<file path="src/rtl/alu_mc_if.sv">
// -----------------------------------------------------------------------------
// alu_mc_if
//
// Bundle of the request/response handshake and data signals of the
// multi-cycle execute-stage ALU (alu_mc).
//
// Parameters
//   DATA_W    operand/result width
//   ALU_OP_W  one-hot operation vector width
//
// Signals
//   in_valid, in_ready          request handshake (accept on in_valid & in_ready)
//   alu_op                      one-hot operation select
//   alu_src1, alu_src2          operands (rj, rk/imm)
//   src_is_signed               signed mulh/div/mod when 1
//   out_valid, out_ready        response handshake
//   alu_result                  registered result
//   div_unsupported             div/mod issued without a divider, qualified by out_valid
//
// Modports
//   master  the issuing side (decode stage / testbench)
//   slave   the ALU
// -----------------------------------------------------------------------------
interface alu_mc_if #(
    parameter int DATA_W   = 32,
    parameter int ALU_OP_W = 16
);
    logic                in_valid;
    logic                in_ready;
    logic [ALU_OP_W-1:0] alu_op;
    logic [DATA_W-1:0]   alu_src1;
    logic [DATA_W-1:0]   alu_src2;
    logic                src_is_signed;
    logic                out_valid;
    logic                out_ready;
    logic [DATA_W-1:0]   alu_result;
    logic                div_unsupported;

    modport master (
        output in_valid,
        output alu_op,
        output alu_src1,
        output alu_src2,
        output src_is_signed,
        output out_ready,
        input  in_ready,
        input  out_valid,
        input  alu_result,
        input  div_unsupported
    );

    modport slave (
        input  in_valid,
        input  alu_op,
        input  alu_src1,
        input  alu_src2,
        input  src_is_signed,
        input  out_ready,
        output in_ready,
        output out_valid,
        output alu_result,
        output div_unsupported
    );
endinterface

</file>
<file path="src/rtl/alu_mc.sv">
// -----------------------------------------------------------------------------
// alu_mc
//
// Multi-cycle, parametrised execute-stage ALU. One operation is accepted at a
// time through a valid/ready handshake:
//   - logic / add / shift / compare / lui complete in one cycle
//   - mul / mulh take two cycles
//   - div / mod run through a radix-2 restoring divider (DATA_W iterations
//     plus one sign-fix cycle); divide-by-zero and signed MIN / -1 finish in
//     one cycle without entering the divider
//
// Compile-time option
//   ALU_DIV_EN  when defined the iterative divider is built and
//               div_unsupported is tied low. When undefined no divider logic
//               exists; div/mod complete in one cycle with result 0 and
//               div_unsupported set.
//
// Ports
//   clk    clock
//   reset  synchronous, active-high reset
//   flush  synchronous kill of any in-flight or held operation
//   bus    alu_mc_if.slave handshake / operand / result bundle
//
// alu_op bit map (lowest set bit wins, zero-hot returns 0):
//   0 add, 1 sub, 2 slt, 3 sltu, 4 and, 5 nor, 6 or, 7 xor,
//   8 sll, 9 srl, 10 sra, 11 lui, 12 mul, 13 mulh, 14 div, 15 mod
// -----------------------------------------------------------------------------
module alu_mc #(
    parameter int DATA_W   = 32,
    parameter int ALU_OP_W = 16,
    parameter int SHAMT_W  = $clog2(DATA_W)
) (
    input  logic    clk,
    input  logic    reset,
    input  logic    flush,
    alu_mc_if.slave bus
);

    localparam int MSB     = DATA_W - 1;

    localparam int OP_ADD  = 0;
    localparam int OP_SUB  = 1;
    localparam int OP_SLT  = 2;
    localparam int OP_SLTU = 3;
    localparam int OP_AND  = 4;
    localparam int OP_NOR  = 5;
    localparam int OP_OR   = 6;
    localparam int OP_XOR  = 7;
    localparam int OP_SLL  = 8;
    localparam int OP_SRL  = 9;
    localparam int OP_SRA  = 10;
    localparam int OP_LUI  = 11;
    localparam int OP_MUL  = 12;
    localparam int OP_MULH = 13;
    localparam int OP_DIV  = 14;
    localparam int OP_MOD  = 15;

    typedef enum logic [1:0] {
        IDLE,
        MUL,
        DIV,
        DONE
    } state_t;

    state_t              state;
    logic                out_valid_q;
    logic [DATA_W-1:0]   alu_result_q;

    logic [DATA_W-1:0]   mul_a;
    logic [DATA_W-1:0]   mul_b;
    logic                mul_signed;
    logic                mul_high;

    logic                accept;
    logic [ALU_OP_W-1:0] op_sel;
    logic                is_mul;
    logic                is_div;

    logic [DATA_W-1:0]   src1;
    logic [DATA_W-1:0]   src2;
    logic [SHAMT_W-1:0]  shamt;
    logic signed [DATA_W-1:0] src1_s;

    logic [DATA_W:0]     sub_full;
    logic [DATA_W-1:0]   sub_res;
    logic                sub_borrow;
    logic                sub_ovf;
    logic                slt_bit;
    logic [DATA_W-1:0]   single_res;

    logic signed [2*DATA_W-1:0] mul_ext_a;
    logic signed [2*DATA_W-1:0] mul_ext_b;
    logic signed [2*DATA_W-1:0] mul_prod;

    function automatic logic [DATA_W-1:0] negate(input logic [DATA_W-1:0] v);
        return (~v) + DATA_W'(1);
    endfunction

    assign src1   = bus.alu_src1;
    assign src2   = bus.alu_src2;
    assign src1_s = bus.alu_src1;
    assign shamt  = src2[SHAMT_W-1:0];

    // Acceptance is possible from IDLE, or from DONE in the same cycle the
    // held result is consumed, so single-cycle ops can stream one per cycle.
    assign bus.in_ready = ((state == IDLE) | ((state == DONE) & bus.out_ready))
                          & ~flush & ~reset;
    assign accept       = bus.in_valid & bus.in_ready;

    assign bus.out_valid  = out_valid_q;
    assign bus.alu_result = alu_result_q;

    // Isolate the lowest set bit so multi-hot vectors resolve by priority and
    // zero-hot yields an all-zero select (result 0, single-cycle class).
    assign op_sel = bus.alu_op & ((~bus.alu_op) + ALU_OP_W'(1));
    assign is_mul = op_sel[OP_MUL] | op_sel[OP_MULH];
    assign is_div = op_sel[OP_DIV] | op_sel[OP_MOD];

    // sub, slt and sltu share one src1 + ~src2 + 1 adder; the missing carry
    // out is the unsigned borrow, and the signed compare corrects the sign
    // bit by the two's-complement overflow.
    assign sub_full   = {1'b0, src1} + {1'b0, ~src2} + {{DATA_W{1'b0}}, 1'b1};
    assign sub_res    = sub_full[DATA_W-1:0];
    assign sub_borrow = ~sub_full[DATA_W];
    assign sub_ovf    = (src1[MSB] ^ src2[MSB]) & (sub_res[MSB] ^ src1[MSB]);
    assign slt_bit    = sub_res[MSB] ^ sub_ovf;

    // Result of every single-cycle operation, captured at acceptance.
    always_comb begin
        single_res = '0;
        if (op_sel[OP_ADD])       single_res = src1 + src2;
        else if (op_sel[OP_SUB])  single_res = sub_res;
        else if (op_sel[OP_SLT])  single_res = {{(DATA_W-1){1'b0}}, slt_bit};
        else if (op_sel[OP_SLTU]) single_res = {{(DATA_W-1){1'b0}}, sub_borrow};
        else if (op_sel[OP_AND])  single_res = src1 & src2;
        else if (op_sel[OP_NOR])  single_res = ~(src1 | src2);
        else if (op_sel[OP_OR])   single_res = src1 | src2;
        else if (op_sel[OP_XOR])  single_res = src1 ^ src2;
        else if (op_sel[OP_SLL])  single_res = src1 << shamt;
        else if (op_sel[OP_SRL])  single_res = src1 >> shamt;
        else if (op_sel[OP_SRA])  single_res = src1_s >>> shamt;
        else if (op_sel[OP_LUI])  single_res = src2;
    end

    // The (DATA_W+1)-bit extended product only matters in its low 2*DATA_W
    // bits, so extending both operands to 2*DATA_W and multiplying modulo
    // 2^(2*DATA_W) gives the same low and high halves.
    assign mul_ext_a = {{DATA_W{mul_signed & mul_a[MSB]}}, mul_a};
    assign mul_ext_b = {{DATA_W{mul_signed & mul_b[MSB]}}, mul_b};
    assign mul_prod  = mul_ext_a * mul_ext_b;

`ifdef ALU_DIV_EN
    localparam int CNT_W = $clog2(DATA_W + 1);

    logic [DATA_W-1:0] div_quo;
    logic [DATA_W-1:0] div_rem;
    logic [DATA_W-1:0] div_dsr;
    logic [CNT_W-1:0]  div_cnt;
    logic              div_neg_q;
    logic              div_neg_r;
    logic              div_is_mod;

    logic [DATA_W-1:0] abs1;
    logic [DATA_W-1:0] abs2;
    logic              div_by_zero;
    logic              div_ovf;
    logic [DATA_W:0]   div_shift;
    logic [DATA_W:0]   div_trial;

    assign abs1        = (bus.src_is_signed & src1[MSB]) ? negate(src1) : src1;
    assign abs2        = (bus.src_is_signed & src2[MSB]) ? negate(src2) : src2;
    assign div_by_zero = (src2 == '0);
    assign div_ovf     = bus.src_is_signed & (src1 == {1'b1, {(DATA_W-1){1'b0}}})
                         & (&src2);

    // One restoring step: shift the next dividend bit into the partial
    // remainder and keep the subtraction only if it did not borrow. The
    // partial remainder stays below the divisor, so bit DATA_W of the trial
    // difference is a reliable sign.
    assign div_shift = {div_rem, div_quo[MSB]};
    assign div_trial = div_shift - {1'b0, div_dsr};

    assign bus.div_unsupported = 1'b0;
`else
    logic div_unsup_q;

    assign bus.div_unsupported = div_unsup_q;
`endif

    // Control FSM and all datapath registers. Reset beats flush, flush beats
    // the normal handshake; flush drops whatever is in MUL, DIV or DONE.
    always_ff @(posedge clk) begin
        if (reset) begin
            state        <= IDLE;
            out_valid_q  <= 1'b0;
            alu_result_q <= '0;
            mul_a        <= '0;
            mul_b        <= '0;
            mul_signed   <= 1'b0;
            mul_high     <= 1'b0;
`ifdef ALU_DIV_EN
            div_quo      <= '0;
            div_rem      <= '0;
            div_dsr      <= '0;
            div_cnt      <= '0;
            div_neg_q    <= 1'b0;
            div_neg_r    <= 1'b0;
            div_is_mod   <= 1'b0;
`else
            div_unsup_q  <= 1'b0;
`endif
        end else if (flush) begin
            state       <= IDLE;
            out_valid_q <= 1'b0;
`ifdef ALU_DIV_EN
            div_cnt     <= '0;
`else
            div_unsup_q <= 1'b0;
`endif
        end else begin
            case (state)
                IDLE, DONE: begin
                    if ((state == DONE) && bus.out_ready) begin
                        out_valid_q <= 1'b0;
                        state       <= IDLE;
                    end
                    if (accept) begin
`ifndef ALU_DIV_EN
                        div_unsup_q <= 1'b0;
`endif
                        if (is_mul) begin
                            mul_a       <= src1;
                            mul_b       <= src2;
                            mul_signed  <= bus.src_is_signed;
                            mul_high    <= op_sel[OP_MULH];
                            out_valid_q <= 1'b0;
                            state       <= MUL;
                        end else if (is_div) begin
`ifdef ALU_DIV_EN
                            if (div_by_zero) begin
                                alu_result_q <= op_sel[OP_MOD] ? src1 : '1;
                                out_valid_q  <= 1'b1;
                                state        <= DONE;
                            end else if (div_ovf) begin
                                alu_result_q <= op_sel[OP_MOD] ? '0 : src1;
                                out_valid_q  <= 1'b1;
                                state        <= DONE;
                            end else begin
                                div_quo     <= abs1;
                                div_rem     <= '0;
                                div_dsr     <= abs2;
                                div_cnt     <= '0;
                                div_neg_q   <= bus.src_is_signed & (src1[MSB] ^ src2[MSB]);
                                div_neg_r   <= bus.src_is_signed & src1[MSB];
                                div_is_mod  <= op_sel[OP_MOD];
                                out_valid_q <= 1'b0;
                                state       <= DIV;
                            end
`else
                            alu_result_q <= '0;
                            div_unsup_q  <= 1'b1;
                            out_valid_q  <= 1'b1;
                            state        <= DONE;
`endif
                        end else begin
                            alu_result_q <= single_res;
                            out_valid_q  <= 1'b1;
                            state        <= DONE;
                        end
                    end
                end

                MUL: begin
                    alu_result_q <= mul_high ? mul_prod[2*DATA_W-1:DATA_W]
                                             : mul_prod[DATA_W-1:0];
                    out_valid_q  <= 1'b1;
                    state        <= DONE;
                end

`ifdef ALU_DIV_EN
                // After DATA_W iterations the magnitudes are final; one more
                // cycle applies the signs and publishes the result.
                DIV: begin
                    if (div_cnt == CNT_W'(DATA_W)) begin
                        if (div_is_mod) begin
                            alu_result_q <= div_neg_r ? negate(div_rem) : div_rem;
                        end else begin
                            alu_result_q <= div_neg_q ? negate(div_quo) : div_quo;
                        end
                        div_cnt     <= '0;
                        out_valid_q <= 1'b1;
                        state       <= DONE;
                    end else begin
                        if (!div_trial[DATA_W]) begin
                            div_rem <= div_trial[DATA_W-1:0];
                            div_quo <= {div_quo[MSB-1:0], 1'b1};
                        end else begin
                            div_rem <= div_shift[DATA_W-1:0];
                            div_quo <= {div_quo[MSB-1:0], 1'b0};
                        end
                        div_cnt <= div_cnt + CNT_W'(1);
                    end
                end
`endif

                default: begin
                    out_valid_q <= 1'b0;
                    state       <= IDLE;
                end
            endcase
        end
    end

endmodule

</file>
<file path="src/flat_wrapper.sv">
// flat-port wrapper written by rule: the top's interface ports become plain ports
module alu_mc_flat 
#(
    parameter int DATA_W   = 32,
    parameter int ALU_OP_W = 16,
    parameter int SHAMT_W  = $clog2(DATA_W)
)
  (clk, reset, flush, bus_in_valid, bus_alu_op, bus_alu_src1, bus_alu_src2, bus_src_is_signed, bus_out_ready, bus_in_ready, bus_out_valid, bus_alu_result, bus_div_unsupported);
  alu_mc_if #(.DATA_W(DATA_W), .ALU_OP_W(ALU_OP_W)) bus_i ();
  input  logic clk;
  input  logic reset;
  input  logic flush;
  input wire logic [$bits(bus_i.in_valid)-1:0] bus_in_valid;
  input wire logic [$bits(bus_i.alu_op)-1:0] bus_alu_op;
  input wire logic [$bits(bus_i.alu_src1)-1:0] bus_alu_src1;
  input wire logic [$bits(bus_i.alu_src2)-1:0] bus_alu_src2;
  input wire logic [$bits(bus_i.src_is_signed)-1:0] bus_src_is_signed;
  input wire logic [$bits(bus_i.out_ready)-1:0] bus_out_ready;
  output wire logic [$bits(bus_i.in_ready)-1:0] bus_in_ready;
  output wire logic [$bits(bus_i.out_valid)-1:0] bus_out_valid;
  output wire logic [$bits(bus_i.alu_result)-1:0] bus_alu_result;
  output wire logic [$bits(bus_i.div_unsupported)-1:0] bus_div_unsupported;
  assign bus_i.in_valid = bus_in_valid;
  assign bus_i.alu_op = bus_alu_op;
  assign bus_i.alu_src1 = bus_alu_src1;
  assign bus_i.alu_src2 = bus_alu_src2;
  assign bus_i.src_is_signed = bus_src_is_signed;
  assign bus_i.out_ready = bus_out_ready;
  assign bus_in_ready = bus_i.in_ready;
  assign bus_out_valid = bus_i.out_valid;
  assign bus_alu_result = bus_i.alu_result;
  assign bus_div_unsupported = bus_i.div_unsupported;
  alu_mc #(.DATA_W(DATA_W), .ALU_OP_W(ALU_OP_W), .SHAMT_W(SHAMT_W)) u_core (.clk(clk), .reset(reset), .flush(flush), .bus(bus_i));
endmodule
</file>
<file path="config.mk">
export PLATFORM = sky130hd
export DESIGN_NAME = alu_mc_flat
export DESIGN_NICKNAME = d
export VERILOG_FILES = /design/src/rtl/alu_mc_if.sv /design/src/rtl/alu_mc.sv /design/src/flat_wrapper.sv
export SDC_FILE = /design/constraint.sdc
export NUM_CORES = 2
export LEC_CHECK = 0
export ABC_AREA = 1
export BUFFER_PORTS_ARGS = -buffer_cell sky130_fd_sc_hd__buf_2
export CAP_MARGIN = 5
export CORE_UTILIZATION = 60
export CTS_BUF_LIST = sky130_fd_sc_hd__clkbuf_2
export CTS_CLUSTER_SIZE = 24
export DETAILED_ROUTE_END_ITERATION = 16
export GPL_TIMING_DRIVEN = 0
export PLACE_DENSITY = 0.8
export SYNTH_ARGS = -nofsm -noshare
export SYNTH_HDL_FRONTEND = slang
export SYNTH_SLANG_ARGS = --single-unit
export TNS_END_PERCENT = 100
</file>
<file path="constraint.sdc">
create_clock -name clk -period 7.1 [get_ports clk]
set_clock_uncertainty 0.2 [all_clocks]
set_input_delay 0.355 -clock clk [delete_from_list [all_inputs] [get_ports clk]]
set_output_delay 0.355 -clock clk [all_outputs]
set_load 0.03 [all_outputs]
</file>
# ---- Word-level counts from Yosys, hierarchy flattened
# Index checks and enable logic that the tools add are counted.
dict set report word_totals {
  out_inout_bits 35
  ff_bits 102
}
dict set report op_classes {
  n_shift 3
  n_bitwise 23
  n_eq_ne 5
  n_reduce_logical 8
  muxes 27
  add_sub_neg 4
  n_mul 1
}
# op n
set op_table {}
lappend op_table {{2-to-1 mux 32 bit} 16}
lappend op_table {{multiplier 33 x 33 -> 64 bit} 1}
lappend op_table {{NOT 32 bit} 2}
lappend op_table {{case mux 32 bit (2 select lines)} 1}
lappend op_table {{adder 32 x 32 -> 33 bit} 1}
lappend op_table {{adder 33 x 1 -> 33 bit, second input constant} 1}
lappend op_table {{adder 32 bit} 1}
lappend op_table {{AND 32 bit} 1}
lappend op_table {{bitwise OR 32 bit} 1}
lappend op_table {{<< shifter 32 x 5 -> 32 bit} 1}
lappend op_table {{right shift 32 x 5 -> 32 bit} 1}
lappend op_table {{>>> shifter 32 x 5 -> 32 bit} 1}
lappend op_table {{bitwise XOR 32 bit} 1}
lappend op_table {{adder 16 x 1 -> 16 bit, second input constant} 1}
lappend op_table {{AND 16 bit} 1}
lappend op_table {{NOT 16 bit} 1}
lappend op_table {{AND reduction 4 bit} 2}
lappend op_table {{AND 1 bit} 7}
lappend op_table {{2-to-1 mux 2 bit} 3}
lappend op_table {{2-to-1 mux 1 bit} 5}
lappend op_table {{case mux 2 bit (2 select lines)} 1}
lappend op_table {{OR reduction 2 bit} 2}
lappend op_table {{!= test 3 x 1 -> 1 bit, second input constant} 1}
lappend op_table {{NOT 1 bit} 3}
lappend op_table {{11 further kinds} 15}

# ---- Logic depth before layout (Yosys ltp)
dict set report logic_depth {
  word_depth 19
  depth_mapped 37
  mapped_depth_nobuf 35
}

# ---- Worst setup path before layout
# OpenSTA, ideal clock, no wires.
dict set report synth_path {
  kind {reg2reg}
  start {reg u_core.mul_a[31]}
  end {reg u_core.alu_result_q[28] (netlist: u_core.bus.alu_result[28])}
  setup_time_ns 0.109
  setup_slack_ns -0.676
  path_buffers 2
  path_stages_with_launch 36
  arrival_time_ns 7.467
  cell_sequence {dfxtp_1 -> buf_2 -> nand2_2 -> inv_1 -> clkbuf_1 -> nand2_1 -> inv_1 -> fa_1 -> inv_1 -> fa_1 -> inv_1 -> fa_1 -> fa_1 -> inv_1 -> fa_1 -> inv_1 -> fa_1 -> inv_1 -> fa_1 -> fa_1 -> inv_1 -> ha_1 -> a21oi_1 -> inv_1 -> a31oi_1 -> o21ai_0 -> nand3_1 -> o211ai_1 -> a21oi_1 -> nand2_1 -> nand2_1 -> o21ai_0 -> nand2_1 -> nand3_1 -> nand2_1 -> inv_1}
}
dict set report synth_between {
  elab_chain_len 4
}
# item line_no
set synth_rtl {}
lappend synth_rtl {{start, declared} alu_mc.sv:69} ;# logic [DATA_W-1:0] mul_a;
lappend synth_rtl {{start signal, assigned} alu_mc.sv:232} ;# mul_a <= src1;
lappend synth_rtl {{AND 1 bit} alu_mc.sv:148} ;# assign mul_ext_a = {{DATA_W{mul_signed & mul_a[MSB]}}, mul_a};
lappend synth_rtl {{multiplier 33 x 33 -> 64 bit *} alu_mc.sv:150} ;# assign mul_prod = mul_ext_a * mul_ext_b;
lappend synth_rtl {{2-to-1 mux 32 bit *} alu_mc.sv:274} ;# alu_result_q <= mul_high ? mul_prod[2*DATA_W-1:DATA_W]
lappend synth_rtl {{case mux 32 bit (2 select lines) *} alu_mc.sv:221} ;# case (state)
lappend synth_rtl {{end signal, assigned} alu_mc.sv:266} ;# alu_result_q <= single_res;
lappend synth_rtl {{end signal, assigned} alu_mc.sv:274}
lappend synth_rtl {{end, declared} alu_mc.sv:67} ;# logic [DATA_W-1:0] alu_result_q;
# Every way passes the cells marked *; elsewhere a longest branch is shown, timed or not.
# A chain may end at the register's enable or synchronous reset.

# ---- Worst setup path in the final report
dict set report layout_path {
  start {reg u_core.mul_a[31]}
  end {reg u_core.alu_result_q[26] (netlist: u_core.bus.alu_result[26])}
}
# The elaborated chain is that of the path after synthesis.

==> flow_summary_export.csv <==
group,metric,value,unit
status,status,"finished with violations",
status,violations,"setup timing",
setup_path,cpPeakStageDelay,670,ps
yosys,yosysWarnings,0,
global_route,grt_usage,56.4,%
setup_path,cp_max_fo,7,
setup_path,required,7560,ps
die,die_h,301,microns
setup_path,r2r_cells,32,
yosys,synth_edf_count,0,
final_layout,design_area,0.0619,sq mm
die,rows,109,
drt,route.final.wire_length,262000,microns
placement,placedCellCount,8819,
die,die-area,0.0908,sq mm
power_and_ir_drop,p_clk_share,16.6,%
die,core_area,0.0885,sq mm
yosys,yosysTopAreaCellShare,42.0,%
power_and_ir_drop,leakage,33.1,nW
power_and_ir_drop,power_density,31.6,mW/mm^2
final_layout,drive_gt1_share,15.7,%
final_layout,synthToLayoutAreaGrowth,15.2,%
drt,vias_per_cell,6.33,
timing,fin_setup_tns,-28540,ps
yosys,synth_common_cells,"nand2_1, inv_1, fa_1",
timing,setup_viol,32,
job,cap_violations,0,
yosys,syn_area,0.0537,sq mm
setup_path,path_class,"reg2reg",
yosys,synth-seq-area-share,3.76,%
cts,cts-buffers-inserted,9,
yosys,async_flop_share,0,%
placement,hpwl,207000,microns
cts,clock_path_buffers,2,
final_layout,fill_cells,7087,
drt,wl_per_cell,29.0,microns
timing,period_share,116,%
drt,ant_nets,0,
drt,drc_errors,0,
drt,firstDrtPassIters,14,
cts,cts_tree,"built",
die,chipWidth,301,microns
setup_path,cp-start-kind,"register",
timing,rsz0062_at_grt,"yes",
hold_path,min_path_cells,6,
cts,path_clk_slew,400,ps
yosys,synth_top_area_cell,"fa_1",
timing,fmax,121,MHz
yosys,synth_most_common_cell,"nand2_1",
yosys,yosys-top-cells-area,"fa_1, nand2_1, inv_1, ha_1, dfxtp_1",
cts,root_buffer,"clkbuf_2",
power_and_ir_drop,switching_share,54.3,%
timing,hold_violations,0,
setup_path,crit_top_cell,"fa_1",
setup_path,rrSetupSlack,-1140,ps
yosys,synth_ff_type,"dfxtp_1",
placement,placed_area,0.0562,sq mm
power_and_ir_drop,peakVddDrop,0.0923,mV
drt,drtIter0Drc,9228,
global_route,first_global_vias,55500,
power_and_ir_drop,internal_power,0.000894,W
yosys,ys_ff_latch,101,
global_route,grt_first_pass_wirelength,364000,microns
setup_path,arrival,8700,ps
power_and_ir_drop,p_comb_share,54.7,%
cts,clkSinkCount,101,
final_layout,finalNetCount,9383,
cts,clk_latency,740,ps
final_layout,stdcell_count,9040,
yosys,ys_types,58,
yosys,syn-num-nets,9062,
global_route,antenna_found_initial,15,
placement,pre_cts_ws,-2440,ps
setup_path,endpoint_kind,"register",
yosys,avgSynthCellArea,7.13,sq um
hold_path,hold_path.class,"in2reg",
timing,fin_crit,8240,ps
die,ios,121,
timing,worst_slack,-1140,ps
power_and_ir_drop,pwr-share-seq,28.7,%
setup_path,slowest_stage,"fa_2",
global_route,grt_start_max_net_pins,25,
placement,portBuffers,119,
timing,drv_slew,0,
timing,tightestPinTransition,1380,ps
cts,htree_levels,3,
yosys,syn_inst,7535,
timing,slew_headroom,8.25,%
power_and_ir_drop,p_sw,0.00106,W
placement,gp_congestion,1.15,
die,initial_core_util,60.7,%
drt,vias,57300,
final_layout,postLayoutCoreUtil,69.9,%
global_route,grt-ovfl-total,0,
## final cells by class
type                       instances  area, sq um  area share, %
clock inverter                     7         86.3          0.139
antenna                           14         35.0         0.0566
clock buffer                       9         45.0         0.0728
multi-input combinational       5167        45600           73.6
inverter                        1845         6990           11.3
buffer                           351         2500           4.04
tap                             1165         1460           2.35
sequential                       101         2230           3.61
timing repair buffer             381         3000           4.85
## final timing paths
kind                                      startpoint                                      end
max                    u_core.mul_a[31]$_SDFFE_PP0P_   u_core.bus.alu_result[26]$_SDFFE_PP0P_
min                                    bus_alu_op[1]    u_core.bus.alu_result[0]$_SDFFE_PP0P_
max reg2reg            u_core.mul_a[31]$_SDFFE_PP0P_   u_core.bus.alu_result[26]$_SDFFE_PP0P_
min reg2reg  u_core.bus.div_unsupported$_SDFFE_PP0P_  u_core.bus.div_unsupported$_SDFFE_PP0P_
## worst max-delay path: cells and delay by family, from the launching register on
| family | cells | cell delay, ps |
|---|---|---|
| compound gates | 2 | 250 |
| buf+inv | 10 | 1050 |
| xor+xnor | 1 | 160 |
| simple gates | 10 | 1240 |
| fa+ha+maj | 9 | 4710 |
| flops | 1 | 510 |
## cell usage in the layout, fill, tap and decap left out, types with 39 or more instances in the layout
cell type and count:
o21ai_1 74, nand4_1 39, clkbuf_2 55, dlygate4sd3_1 66
inv_2 75, clkbuf_4 45, fa_1 1072, o21ai_0 252
buf_2 196, clkbuf_1 70, dfxtp_4 52, nor2_4 40
nand3_1 308, inv_1 1751, nor2_1 293, ha_1 267
ha_4 44, a21oi_2 56, buf_4 197, a21oi_1 299
nand2_1 1872, fa_2 56, nand2_2 64
## per-layer routing
layer	global-route usage [%]	wire length, microns
met5	2.01	417
met4	38.0	25200
met3	32.4	50600
met2	75.3	99700
met1	68.1	85900
## power groups by stage
stage | Combinational, W | Sequential (W) | Clock, W
3_5_place_dp | 0.000947 | 0.000591 | 0
6_report | 0.00107 | 0.000562 | 0.000324
3_3_place_gp | 0.000949 | 0.000591 | 0
5_1_grt | 0.00109 | 0.000562 | 0.000341
4_1_cts | 0.000977 | 0.000566 | 0.000311
2_1_floorplan | 0.000542 | 0.000603 | 0
## state kept, by name (all words and copies together), names as in the netlist
signal / count
u_core.mul_signed: 1
u_core.mul_high: 1
u_core.mul_a: 32
u_core.mul_b: 32
u_core.state: 2
u_core.bus.alu_result: 32
u_core.bus.div_unsupported: 1
## what timing repair did
item	4_1_cts	5_1_grt
endpoints found under the setup margin	32	32
resized for setup	782	488
pin swaps	131	217
endpoints found under the hold margin	61	2
setup buffers	96	100
gates cloned	0	0
hold buffers	64	2
## stage by stage
stage / power [W] / hold WS [ps]
after detailed placement: 0.00154 / 292
after floorplan: 0.00114 / 273
after global placement: 0.00154 / 281
after CTS: 0.00185 / 0.946
final: 0.00196 / 51.3
after global routing: 0.00200 / -2.37
## cells by family (layout without fill, tap and decap cells)
logic type / Yosys count / count (layout) / share of synthesized area [%]
AO/OA/AOI/OAI: 874 / 874 / 8.82
XOR/XNOR: 50 / 50 / 0.815
adder cells (fa/ha/maj): 1441 / 1441 / 49.3
buffers and inverters: 2267 / 2593 / 16.1
flip-flops: 101 / 101 / 3.76
other: 0 / 14 / 0
AND/OR/NAND/NOR: 2802 / 2802 / 21.2
(Power assumes the default switching activity.)
